[config.mk]
export PLATFORM = sky130hd
export DESIGN_NAME = lbist_misr
export DESIGN_NICKNAME = d
export VERILOG_FILES = /design/src/rtl/lbist_misr.sv
export SDC_FILE = /design/constraint.sdc
export NUM_CORES = 1
export LEC_CHECK = 0
export ABC_AREA = 1
export BUFFER_PORTS_ARGS = -buffer_cell sky130_fd_sc_hd__buf_2
export CORE_ASPECT_RATIO = 1.75
export CORE_MARGIN = 2
export CORE_UTILIZATION = 40
export DETAILED_ROUTE_END_ITERATION = 8
export GPL_ROUTABILITY_DRIVEN = 0
export PLACE_DENSITY_LB_ADDON = 0.1
export SLEW_MARGIN = 20
export SYNTH_ARGS = -nofsm -noshare
export SYNTH_HDL_FRONTEND = slang
export SYNTH_SLANG_ARGS = --single-unit
[constraint.sdc]
create_clock -name clk -period 4.9 [get_ports clk]
set_clock_uncertainty 0.2 [all_clocks]
set_input_delay 0.49 -clock clk [delete_from_list [all_inputs] [get_ports clk]]
set_output_delay 0.49 -clock clk [all_outputs]
set_load 0.02 [all_outputs]
[src/rtl/lbist_misr.sv]
// lbist_misr: LBIST output response analyser.
//   Compacts N-bit circuit-under-test responses into an N-bit multiple-input
//   signature register, counts accepted responses, and flags done/pass once
//   NUM_PATTERNS responses have been absorbed and compared against GOLDEN.
//
// Optional feature: define LBIST_MISR_XMASK_EN to add the xmask input. Set
//   bits in xmask are cleared from din before compaction, so unknown CUT
//   outputs cannot corrupt the signature.
//
// Ports:
//   clk        in   system clock, rising edge
//   rst        in   asynchronous active-high reset
//   start      in   1-cycle pulse, begins a session (honoured in IDLE/DONE)
//   en         in   response valid; low cycles are stalls
//   din        in   N-bit CUT response
//   xmask      in   N-bit X mask (only with LBIST_MISR_XMASK_EN)
//   busy       out  high while compacting
//   done       out  high once NUM_PATTERNS responses are absorbed
//   pass       out  done and signature == GOLDEN
//   signature  out  current MISR contents
//   pat_cnt    out  responses accepted in the current session
//
// state   | meaning
// IDLE    | waiting for start, nothing compacted
// COMPACT | absorbing one response per en=1 cycle
// DONE    | session complete, signature and count frozen

module lbist_misr #(
  parameter int             N            = 24,
  parameter logic [N-1:0]   POLY         = 24'hC20001,
  parameter logic [N-1:0]   SEED         = '0,
  parameter int             NUM_PATTERNS = 1024,
  parameter logic [N-1:0]   GOLDEN       = '0,
  parameter int             CW           = $clog2(NUM_PATTERNS + 1)
) (
  input  logic          clk,
  input  logic          rst,
  input  logic          start,
  input  logic          en,
  input  logic [N-1:0]  din,
`ifdef LBIST_MISR_XMASK_EN
  input  logic [N-1:0]  xmask,
`endif
  output logic          busy,
  output logic          done,
  output logic          pass,
  output logic [N-1:0]  signature,
  output logic [CW-1:0] pat_cnt
);

  typedef enum logic [1:0] {
    ST_IDLE    = 2'd0,
    ST_COMPACT = 2'd1,
    ST_DONE    = 2'd2
  } state_t;

  localparam logic [CW-1:0] LAST_CNT = CW'(NUM_PATTERNS - 1);

  state_t        state_q, state_d;
  logic [N-1:0]  sig_q, sig_d;
  logic [CW-1:0] cnt_q, cnt_d;
  logic          busy_q, busy_d;
  logic          done_q, done_d;
  logic          pass_q, pass_d;
  logic [N-1:0]  resp;

  always_comb begin
`ifdef LBIST_MISR_XMASK_EN
    resp = din & ~xmask;
`else
    resp = din;
`endif

    state_d = state_q;
    sig_d   = sig_q;
    cnt_d   = cnt_q;

    case (state_q)
      // DONE accepts start exactly like IDLE; en is ignored in both.
      ST_IDLE, ST_DONE: begin
        if (start) begin
          state_d = ST_COMPACT;
          sig_d   = SEED;
          cnt_d   = '0;
        end
      end
      ST_COMPACT: begin
        // The en mux keeps a garbage din on stall cycles out of the signature.
        if (en) begin
          sig_d = {sig_q[N-2:0], 1'b0} ^ (sig_q[N-1] ? POLY : '0) ^ resp;
          cnt_d = cnt_q + CW'(1);
          if (cnt_q == LAST_CNT) begin
            state_d = ST_DONE;
          end
        end
      end
      default: begin
        state_d = ST_IDLE;
      end
    endcase

    // Outputs are registered, so they are decoded from the next-state values.
    busy_d = (state_d == ST_COMPACT);
    done_d = (state_d == ST_DONE);
    pass_d = (state_d == ST_DONE) && (sig_d == GOLDEN);
  end

  always_ff @(posedge clk or posedge rst) begin
    if (rst) begin
      state_q <= ST_IDLE;
      sig_q   <= SEED;
      cnt_q   <= '0;
      busy_q  <= 1'b0;
      done_q  <= 1'b0;
      pass_q  <= 1'b0;
    end else begin
      state_q <= state_d;
      sig_q   <= sig_d;
      cnt_q   <= cnt_d;
      busy_q  <= busy_d;
      done_q  <= done_d;
      pass_q  <= pass_d;
    end
  end

  assign busy      = busy_q;
  assign done      = done_q;
  assign pass      = pass_q;
  assign signature = sig_q;
  assign pat_cnt   = cnt_q;

endmodule

Yosys cells after proc, flatten, opt, wreduce, memory -nomap -nowiden
Cells that the tools add are included.
{ "totals": {"regBits": 40, "out_inout_bits": 38} }
{ "op_classes": {"n_addsub": 1, "n_eq_ne": 7, "muxes": 11, "bitwise_logic": 2, "n_reduce_logical": 6} }
{ "op_table": {"columns": ["cell", "count"], "rows": [
  ["$mux 24", 3],
  ["$pmux 24 s2", 1],
  ["$xor 24x24->24", 2],
  ["$logic_not 24->1", 1],
  ["$mux 11", 2],
  ["$pmux 11 s2", 1],
  ["$add 11x1->11 const B", 1],
  ["$eq 11x10->1 const B", 1],
  ["$mux 2", 3],
  ["$eq 2x1->1 const B", 2],
  ["$eq 2x2->1 const B", 2],
  ["$ne 2x2->1 const B", 2],
  ["$pmux 2 s2", 1],
  ["$reduce_and 3->1", 1],
  ["$logic_not 2->1", 1],
  ["$reduce_bool 2->1", 1],
  ["$reduce_or 2->1", 1],
  ["$logic_and 1x1->1", 1]
]} }

Depth between registers and ports, before layout
Gate-level depths: netlist of the first run.
{ "logic_depth": {"word_depth": 7, "mapped_depth": 11, "depth_no_buf": 11} }

Worst setup path before layout of the first run
Ideal clock, no wire load.
{ "synth_timing": {"path_type": "reg-to-reg", "from": "register cnt_q[0], in the netlist pat_cnt[0]", "to": "register cnt_q[8], in the netlist pat_cnt[8]", "setup_ns": 0.123, "t_arrival_ns": 1.451, "setup_slack_ns": 3.125, "path_stages_with_launch": 9, "synth_period_minus_slack_ns": 1.775, "path_cell_list": "dfrtp_1 > ha_1 > nand2_1 > nor3_1 > nand2_1 > nor2_2 > nand2_2 > o21ai_0 > a21oi_1"} }
{ "synth_via": {"elab_chain_len": 3} }
{ "synth_rtl": {"columns": ["element", "line_no", "source"], "rows": [
  ["from (decl)", "61", "logic [CW-1:0] cnt_q, cnt_d;"],
  ["from (signal assigned)", "119", "cnt_q <= cnt_d;"],
  ["$add 11x1->11", "91", "cnt_d = cnt_q + CW'(1);"],
  ["$mux 11", "89", "if (en) begin"],
  ["$pmux 11 s2", "78", "case (state_q)"]
]} }
Every way passes these cells. The select of a mux whose other input is x is not followed.
A chain may end at the register's enable or synchronous reset.

Worst setup path after layout of the first run
{ "layout_timing": {"from": "register state_q[0]", "to": "register pass_q, in the netlist pass"} }
{ "layout_via": {"elab_chain_len": 5} }
{ "layout_rtl": {"columns": ["element", "line_no", "source"], "rows": [
  ["from (decl)", "59", "state_t state_q, state_d;"],
  ["from (signal assigned)", "117", "state_q <= state_d;"],
  ["$eq 2x2->1 or $logic_not 2->1 (tied branches)", "78", null],
  ["$reduce_or 2->1", "78", null],
  ["$pmux 24 s2 *", "78", null],
  ["named net sig_d[23]", "60", "logic [N-1:0] sig_q, sig_d;"],
  ["$logic_not 24->1 *", "105", "pass_d = (state_d == ST_DONE) && (sig_d == GOLDEN);"],
  ["$logic_and 1x1->1 *", "105", null],
  ["named net pass_d", "64", "logic pass_q, pass_d;"],
  ["to (signal assigned)", "122", "pass_q <= pass_d;"],
  ["to (decl)", "64", null]
]} }
The timed path passes the listed nets; every way through them passes the cells marked *.

==> PnR_summary.wiki, run 1 <==
{| class="wikitable"
! Metric !! Value
|-
| Yosys reg bits || 40
|-
| Synth area leader || sky130_fd_sc_hd__dfrtp_1
|-
| Total inserted antenna cells || 0
|-
| Startpoint of the most critical setup path || state_q[0]
|-
| Leading cell type in the layout, fill and taps excluded || sky130_fd_sc_hd__nand2_1
|-
| Maximum number of pins on one net before global-route repair || 41
|-
| Floorplan die area || 6050 µm²
|-
| Synth-to-Final Area Change || 20.3%
|-
| Cell at the slowest stage of the critical path || sky130_fd_sc_hd__dfrtp_1
|-
| Violation count after the first detailed-route iteration || 54
|-
| Reg2Reg Launch Point || state_q[0]
|-
| Hold/Removal Path Class || in2async
|-
| Number of placement rows || 35
|-
| RSZ-0062 raised after global routing || false
|-
| Maximum operating frequency || 481 MHz
|-
| Global-route wire length before repair || 8.57 mm
|-
| Final critical-path share of the clock period || 42.4%
|-
| Met3 capacity usage during global routing || 3.19%
|-
| Most frequent CP cell || sky130_fd_sc_hd__nor2_1
|-
| Clock tree sinks || 40
|-
| First-pass iteration count of the detailed router || 4
|-
| Part of the power in the clock network || 20.7%
|-
| Share of the synthesized area in the top cell type || 46.2%
|-
| Hold Slack || 0.112 ns
|-
| Met2 demand-to-capacity share in global routing || 33.4%
|-
| Net switching power || 529 µW
|-
| Cell chosen for the clock root || sky130_fd_sc_hd__clkbuf_8
|-
| DRC violations left || 0
|-
| Number of setup buffers added after CTS || 0
|-
| Number of nets in the synthesized netlist || 311
|-
| P_int || 749 µW
|-
| Sum of negative setup slack || 0 ns
|-
| Cell-by-cell trace of the critical path || inv_1, nand2_2, inv_1, nor2_1, nand2_1, nand2_1, nor2_1, nand2_1, nor2_1, nand3_1, nor2_1
|-
| Worst VDD drop || 0.260 mV
|-
| Die Ht || 101 µm
|-
| CTS tree || done
|-
| Power density over cell area || 490 nW/µm²
|-
| Number of global-route vias before repair || 1881
|-
| Number of gates resized after cts || 0
|-
| Type of element launching the critical path || register
|-
| Cells taking the most area after synthesis || sky130_fd_sc_hd__dfrtp_1, sky130_fd_sc_hd__nand2_1, sky130_fd_sc_hd__inv_1
|-
| Total count of max-transition violations in the final report || 0
|-
| Mean cell area of the mapped netlist || 7.68 µm²
|-
| Synthesized cell area || 2170 µm²
|-
| Net total in the final layout || 376
|-
| Cell variety after synth || 23
|-
| Cts hold-fix bufs || 0
|-
| Boundary pin count || 66
|-
| Routed wire length per instance || 13.0 µm
|-
| CTS clk-pin slew, worst paths || 0.08 ns
|-
| Max H-tree Level || 2
|-
| Maximum buffer depth of the clock tree || 2
|-
| Fraction of met1 tracks used by global routing || 21.8%
|-
| Sum of routed wire length over all layers || 5.24 mm
|-
| Share of power burned in registers || 40.1%
|-
| Share of total power consumed by net switching || 41.4%
|-
| Leak pwr || 1.45 nW
|-
| Setup-violating endpoint count in the final report || 0
|-
| Final global-route overflow total || 0
|-
| Die boundary width || 59.6 µm
|-
| Delay of the slowest cell on the worst path || 0.44 ns
|-
| Starting utilization of the core area || 41.2%
|-
| Total clock buffers created by CTS || 5
|-
| Max-Slew Margin vs Limit || 66.1%
|-
| Half-perimeter wire length after placement || 3.89 mm
|-
| Total core area || 5260 µm²
|-
| Filler instances || 546
|-
| Kind of critical path || reg2reg
|-
| Slew at the pin closest to its max-slew limit || 0.508 ns
|-
| Vias per Instance || 4.85
|-
| Cells after Synth || 282
|-
| Min Clock Period, post-route || 2.08 ns
|-
| Arrival time of the worst setup path || 2.10 ns
|-
| Ratio of cells with drive above 1 in the final layout || 23.3%
|-
| Count of nets left with antenna violations after detail routing || 0
|-
| Top Usage Layer GRT || met2
|-
| Max Cap Viol || 0
|-
| Combinational group share of total power || 39.1%
|-
| Seq/Total Area, Yosys || 46.2%
|-
| Total via count after detailed routing || 1954
|-
| PortBufs || 65
|-
| Nature of the critical path endpoint || register
|-
| Overall Global Routing Usage || 18.8%
|-
| Antenna violations before repair || 0
|-
| Total count of hold-check failures in the final report || 0
|-
| Total of warnings raised by yosys || 0
|-
| Status || finished clean
|-
| Clock latency at the later pin of the worst-skew pair || 0.29 ns
|-
| Top library cells by usage in the layout, fill and taps aside || sky130_fd_sc_hd__nand2_1, sky130_fd_sc_hd__buf_2, sky130_fd_sc_hd__dfrtp_1, sky130_fd_sc_hd__inv_1, sky130_fd_sc_hd__nor2_1
|-
| Total power of the final layout || 1.28 mW
|-
| Maximum fanout count along the critical path || 23
|-
| Required time at the endpoint of the critical path || 4.92 ns
|}
cell families (layout without fill, tap and decap cells):
kind of cell / count (synthesis) / after routing / synth area share (%)
simple gates: 154 / 154 / 30.8
buf+inv: 44 / 110 / 9.47
flops: 40 / 40 / 46.2
compound gates: 26 / 26 / 6.12
xor+xnor: 17 / 17 / 6.87
fa+ha+maj: 1 / 1 / 0.577
cells in the mapped netlist, drive strengths merged:
cell type	n
xor2	10
nand2	82
o31ai	1
inv	36
dfrtp	40
a21oi	10
nand3	27
nor2	35
xnor2	7
ha	1
clkbuf	1
nor3	10
buf	7
o21ai	15
worst max-delay path: cells and delay by family, from the launching register on:
family / cells / cell delay, ns
buffers and inverters: 2 / 0.44
flip-flops: 1 / 0.44
AND/OR/NAND/NOR: 9 / 0.93
flip-flops by register name, summed over array words and instances (netlist names):
register / count
signature: 24
pat_cnt: 11
state_q: 2
busy: 1
done: 1
pass: 1
stage by stage:
| stage | cell area (µm²) | setup slack, ns | util [%] | instances |
|---|---|---|---|---|
| 2_1_floorplan | 2170 | 3.13 | - | 282 |
| 3_3_place_gp | 2500 | 2.76 | 47.5 | 395 |
| 3_5_place_dp | 2500 | 2.74 | 47.5 | 395 |
| 4_1_cts | 2610 | 2.79 | 49.6 | 403 |
| 5_1_grt | 2610 | 2.56 | 49.6 | 403 |
| 6_report | 2610 | 2.82 | 49.6 | 403 |
worst paths after layout:
path	slack, ns	cells past startpoint	endpoint
setup / recovery	2.82	11	pass
hold / removal	0.11	3	pat_cnt[6]
setup reg to reg	2.82	11	pass
hold reg to reg	0.38	2	pat_cnt[4]
min in group clk	0.30	4	signature[5]
max in group asynchronous	4.04	3	signature[21]
cell type report:
type | instances | area, µm² | area share, %
Clock buffer | 6 | 72.6 | 2.78
Clock inverter | 2 | 35.0 | 1.34
Inverter | 36 | 135 | 5.18
Multi-Input combinational cell | 198 | 961 | 36.9
Sequential cell | 40 | 1000 | 38.4
Tap cell | 55 | 68.8 | 2.64
Timing Repair Buffer | 66 | 333 | 12.8
power groups by stage:
| stage | logic, mW | registers, mW | clock network [mW] |
|---|---|---|---|
| final | 0.500 | 0.513 | 0.265 |
| after global placement | 0.504 | 0.519 | 0 |
| after global routing | 0.562 | 0.527 | 0.288 |
| after detailed placement | 0.503 | 0.523 | 0 |
| after CTS | 0.507 | 0.515 | 0.274 |
| after floorplan | 0.252 | 0.606 | 0 |
per-layer routing:
layer  share of wire (%)  vias up
met4                 1.7        0
met2                  54       47
met1                  40      892
met3                 3.5        7
met5                   0        -
li1                    -     1008
(Power assumes the default switching activity.)
==> run 2: changes to the inputs <==
==> constraint.sdc (replaced) <==
create_clock -name clk -period 1.76 [get_ports clk]
set_clock_uncertainty 0.2 [all_clocks]
set_input_delay 0.176 -clock clk [delete_from_list [all_inputs] [get_ports clk]]
set_output_delay 0.176 -clock clk [all_outputs]
set_load 0.02 [all_outputs]
==> PnR_summary.wiki, run 2 (synthesis gave the netlist of run 1 again) <==
{| class="wikitable"
! Metric !! Value
|-
| Status || finished with violations (was finished clean)
|-
| Violated checks || negative hold slack
|-
| Destination of the worst register-to-register timing path || pass (unchanged)
|-
| Routed wire length per instance || 13.1 µm (was 13.0 µm)
|-
| Required time at the endpoint of the critical path || 1.80 ns (was 4.92 ns)
|-
| R2R Setup Slk || 0.005 ns (was 2.82 ns)
|-
| Kind of critical path || reg2reg (unchanged)
|-
| Maximum fanout count along the critical path || 8 (was 23)
|-
| First-pass iteration count of the detailed router || 4 (unchanged)
|-
| Die boundary width || 59.6 µm (unchanged)
|-
| PortBufs || 65 (unchanged)
|-
| Max H-tree Level || 2 (unchanged)
|-
| Total count of hold-check failures in the final report || 1 (was 0)
|-
| Worst VDD drop || 0.816 mV (was 0.260 mV)
|-
| Cell chosen for the clock root || sky130_fd_sc_hd__clkbuf_8 (unchanged)
|-
| Vias per Instance || 4.85 (about the same)
|-
| Total core area || 5260 µm² (unchanged)
|-
| Half-perimeter wire length after placement || 4.17 mm (was 3.89 mm)
|-
| Area of combinational cells with multiple inputs || 1010 µm² (was 961 µm²)
|-
| Floorplan die area || 6050 µm² (unchanged)
|-
| Number of global-route vias before repair || 2041 (was 1881)
|-
| Placement-stage cell area || 2670 µm² (was 2500 µm²)
|-
| Antenna violations before repair || 0 (unchanged)
|-
| Final critical-path share of the clock period || 99.7% (was 42.4%)
|-
| Number of flip-flops under the largest register name || 24 (unchanged)
|-
| Min Clock Period, post-route || 1.76 ns (was 2.08 ns)
|-
| Maximum operating frequency || 570 MHz (was 481 MHz)
|-
| Sum of routed wire length over all layers || 5.67 mm (was 5.24 mm)
|-
| Reg2Reg Depth || 11 (unchanged)
|-
| Clock tree sinks || 40 (unchanged)
|-
| DRC violations left || 0 (unchanged)
|-
| Sum of negative setup slack || 0 ns (unchanged)
|-
| Type of element launching the critical path || register (unchanged)
|-
| Global-route wire length before repair || 9.16 mm (was 8.57 mm)
|-
| Total via count after detailed routing || 2103 (was 1954)
|-
| Maximum buffer depth of the clock tree || 2 (unchanged)
|-
| Maximum number of pins on one net before global-route repair || 41 (unchanged)
|-
| Nature of the critical path endpoint || register (unchanged)
|-
| Leading cell type in the layout, fill and taps excluded || sky130_fd_sc_hd__nand2_1 (unchanged)
|-
| Clock latency at the later pin of the worst-skew pair || 0.30 ns (was 0.29 ns)
|-
| Net total in the final layout || 407 (was 376)
|-
| Hold/Removal Path Class || in2reg (was in2async)
|-
| Final global-route overflow total || 0 (unchanged)
|-
| Overall Global Routing Usage || 19.8% (was 18.8%)
|-
| Slew at the pin closest to its max-slew limit || 0.519 ns (was 0.508 ns)
|-
| Utilization after layout || 56.3% (was 49.6%)
|-
| Footprint of the flip-flops and latches || 1000 µm² (about the same)
|-
| Max Cap Viol || 0 (unchanged)
|-
| Filler instances || 509 (was 546)
|-
| Post-route design area || 2960 µm² (was 2610 µm²)
|-
| Arrival time of the worst setup path || 1.79 ns (was 2.10 ns)
|-
| RSZ-0062 raised after global routing || true (was false)
|-
| CTS tree || done (unchanged)
|-
| Min-Delay Startpoint || din[2]
|-
| Power density over cell area || 1270 nW/µm² (was 490 nW/µm²)
|-
| Total power of the final layout || 3.76 mW (was 1.28 mW)
|-
| Total inserted antenna cells || 0 (unchanged)
|-
| Worst hold stages || 3
|-
| Setup-violating endpoint count in the final report || 0 (unchanged)
|-
| Ratio of cells with drive above 1 in the final layout || 32.2% (was 23.3%)
|-
| CTS clk-pin slew, worst paths || 0.08 ns (about the same)
|-
| Final worst setup slack || 0.00451 ns (was 2.82 ns)
|-
| Starting utilization of the core area || 41.2% (unchanged)
|-
| Post-Place Setup Slack || -0.0213 ns (was 2.74 ns)
|-
| Total clock buffers created by CTS || 5 (unchanged)
|-
| Synth-to-Final Area Change || 36.5% (was 20.3%)
|-
| Die Ht || 101 µm (unchanged)
|-
| Count of nets left with antenna violations after detail routing || 0 (unchanged)
|-
| Number of placement rows || 35 (unchanged)
|-
| Violation count after the first detailed-route iteration || 44 (was 54)
|-
| Total count of max-transition violations in the final report || 0 (unchanged)
|-
| Hold Slack || -0.000449 ns (was 0.112 ns)
|-
| Worst Hold Path EP || signature[2]
|-
| Leak pwr || 1.62 nW (was 1.45 nW)
|-
| Reg2Reg Launch Point || state_q[0] (unchanged)
|-
| Top library cells by usage in the layout, fill and taps aside || sky130_fd_sc_hd__nand2_1, sky130_fd_sc_hd__buf_2, sky130_fd_sc_hd__dfrtp_1, sky130_fd_sc_hd__inv_1, sky130_fd_sc_hd__nor2_1 (unchanged)
|-
| Max-Slew Margin vs Limit || 65.4% (was 66.1%)
|-
| Boundary pin count || 66 (unchanged)
|}
run 2: changes by cell type in the layout (fill, tap and decap cells not counted), moves of 4 or more:
cell and delta:
sky130_fd_sc_hd__buf_4 +17, sky130_fd_sc_hd__dlygate4sd3_1 +7, sky130_fd_sc_hd__buf_6 +4, sky130_fd_sc_hd__o21ai_0 -4
run 2: cell type report:
| class | instances | share of cell area, % |
|---|---|---|
| timing repair buffer | 97 | 21.3 |
| clock inverter | 3 | 1.44 |
| clock buffer | 5 | 2.33 |
| multi-input combinational | 198 | 34.1 |
| inverter | 36 | 4.57 |
| tap | 55 | 2.33 |
| sequential | 40 | 33.9 |
run 2: repair_timing:
action,in CTS,in global routing
setup endpoints to repair,1,6
pin swaps,0,10
setup buffers,0,5
gates resized for setup,2,25
hold endpoints to repair,46,0
hold buffers,7,0
run 2: report_power, final:
part           leakage (nW)  switching, mW  internal, mW
Combinational          1.06          0.958         0.631
Clock                0.0541          0.338         0.420
Sequential            0.500          0.248          1.16
run 2: worst max path at each step:
| stage | from | endpoint | depth (start not counted) |
|---|---|---|---|
| 2_1_floorplan | pat_cnt[0] | pat_cnt[8] | 8 |
| 3_3_place_gp | pat_cnt[0] | pass | 8 |
| 3_5_place_dp | pat_cnt[0] | pass | 8 |
| 4_1_cts | state_q[1] | pass | 10 |
| 5_1_grt | state_q[0] | pass | 11 |
| 6_report | state_q[0] | pass | 11 |
run 2: stage by stage:
stage               instances  hold WS (ns)
detailed placement        414         0.135
floorplan                 282         0.161
CTS                       429       0.00156
global placement          414         0.131
global route              434       0.00768
finish                    434     -0.000449
run 2: critical path, cell delays in order, from the launching register on:
cell and delay (ns):
sky130_fd_sc_hd__dfrtp_1 0.41, sky130_fd_sc_hd__buf_6 0.13, sky130_fd_sc_hd__nand3_4 0.12, sky130_fd_sc_hd__buf_12 0.17
sky130_fd_sc_hd__buf_8 0.13, sky130_fd_sc_hd__nand3_2 0.06, sky130_fd_sc_hd__nand2_2 0.05, sky130_fd_sc_hd__nor2_1 0.09
sky130_fd_sc_hd__nand2_1 0.07, sky130_fd_sc_hd__nor2_1 0.08, sky130_fd_sc_hd__nand3_1 0.07, sky130_fd_sc_hd__nor2_1 0.10
run 2: per-layer routing:
layer / GRT usage (%) / part of all wire (%) / vias to the layer above
met5: 0 / 0 / -
met4: 4.79 / 1.4 / 0
li1: - / - / 1072
met2: 36.9 / 56 / 47
met3: 3.32 / 3.8 / 9
met1: 22.6 / 39 / 975
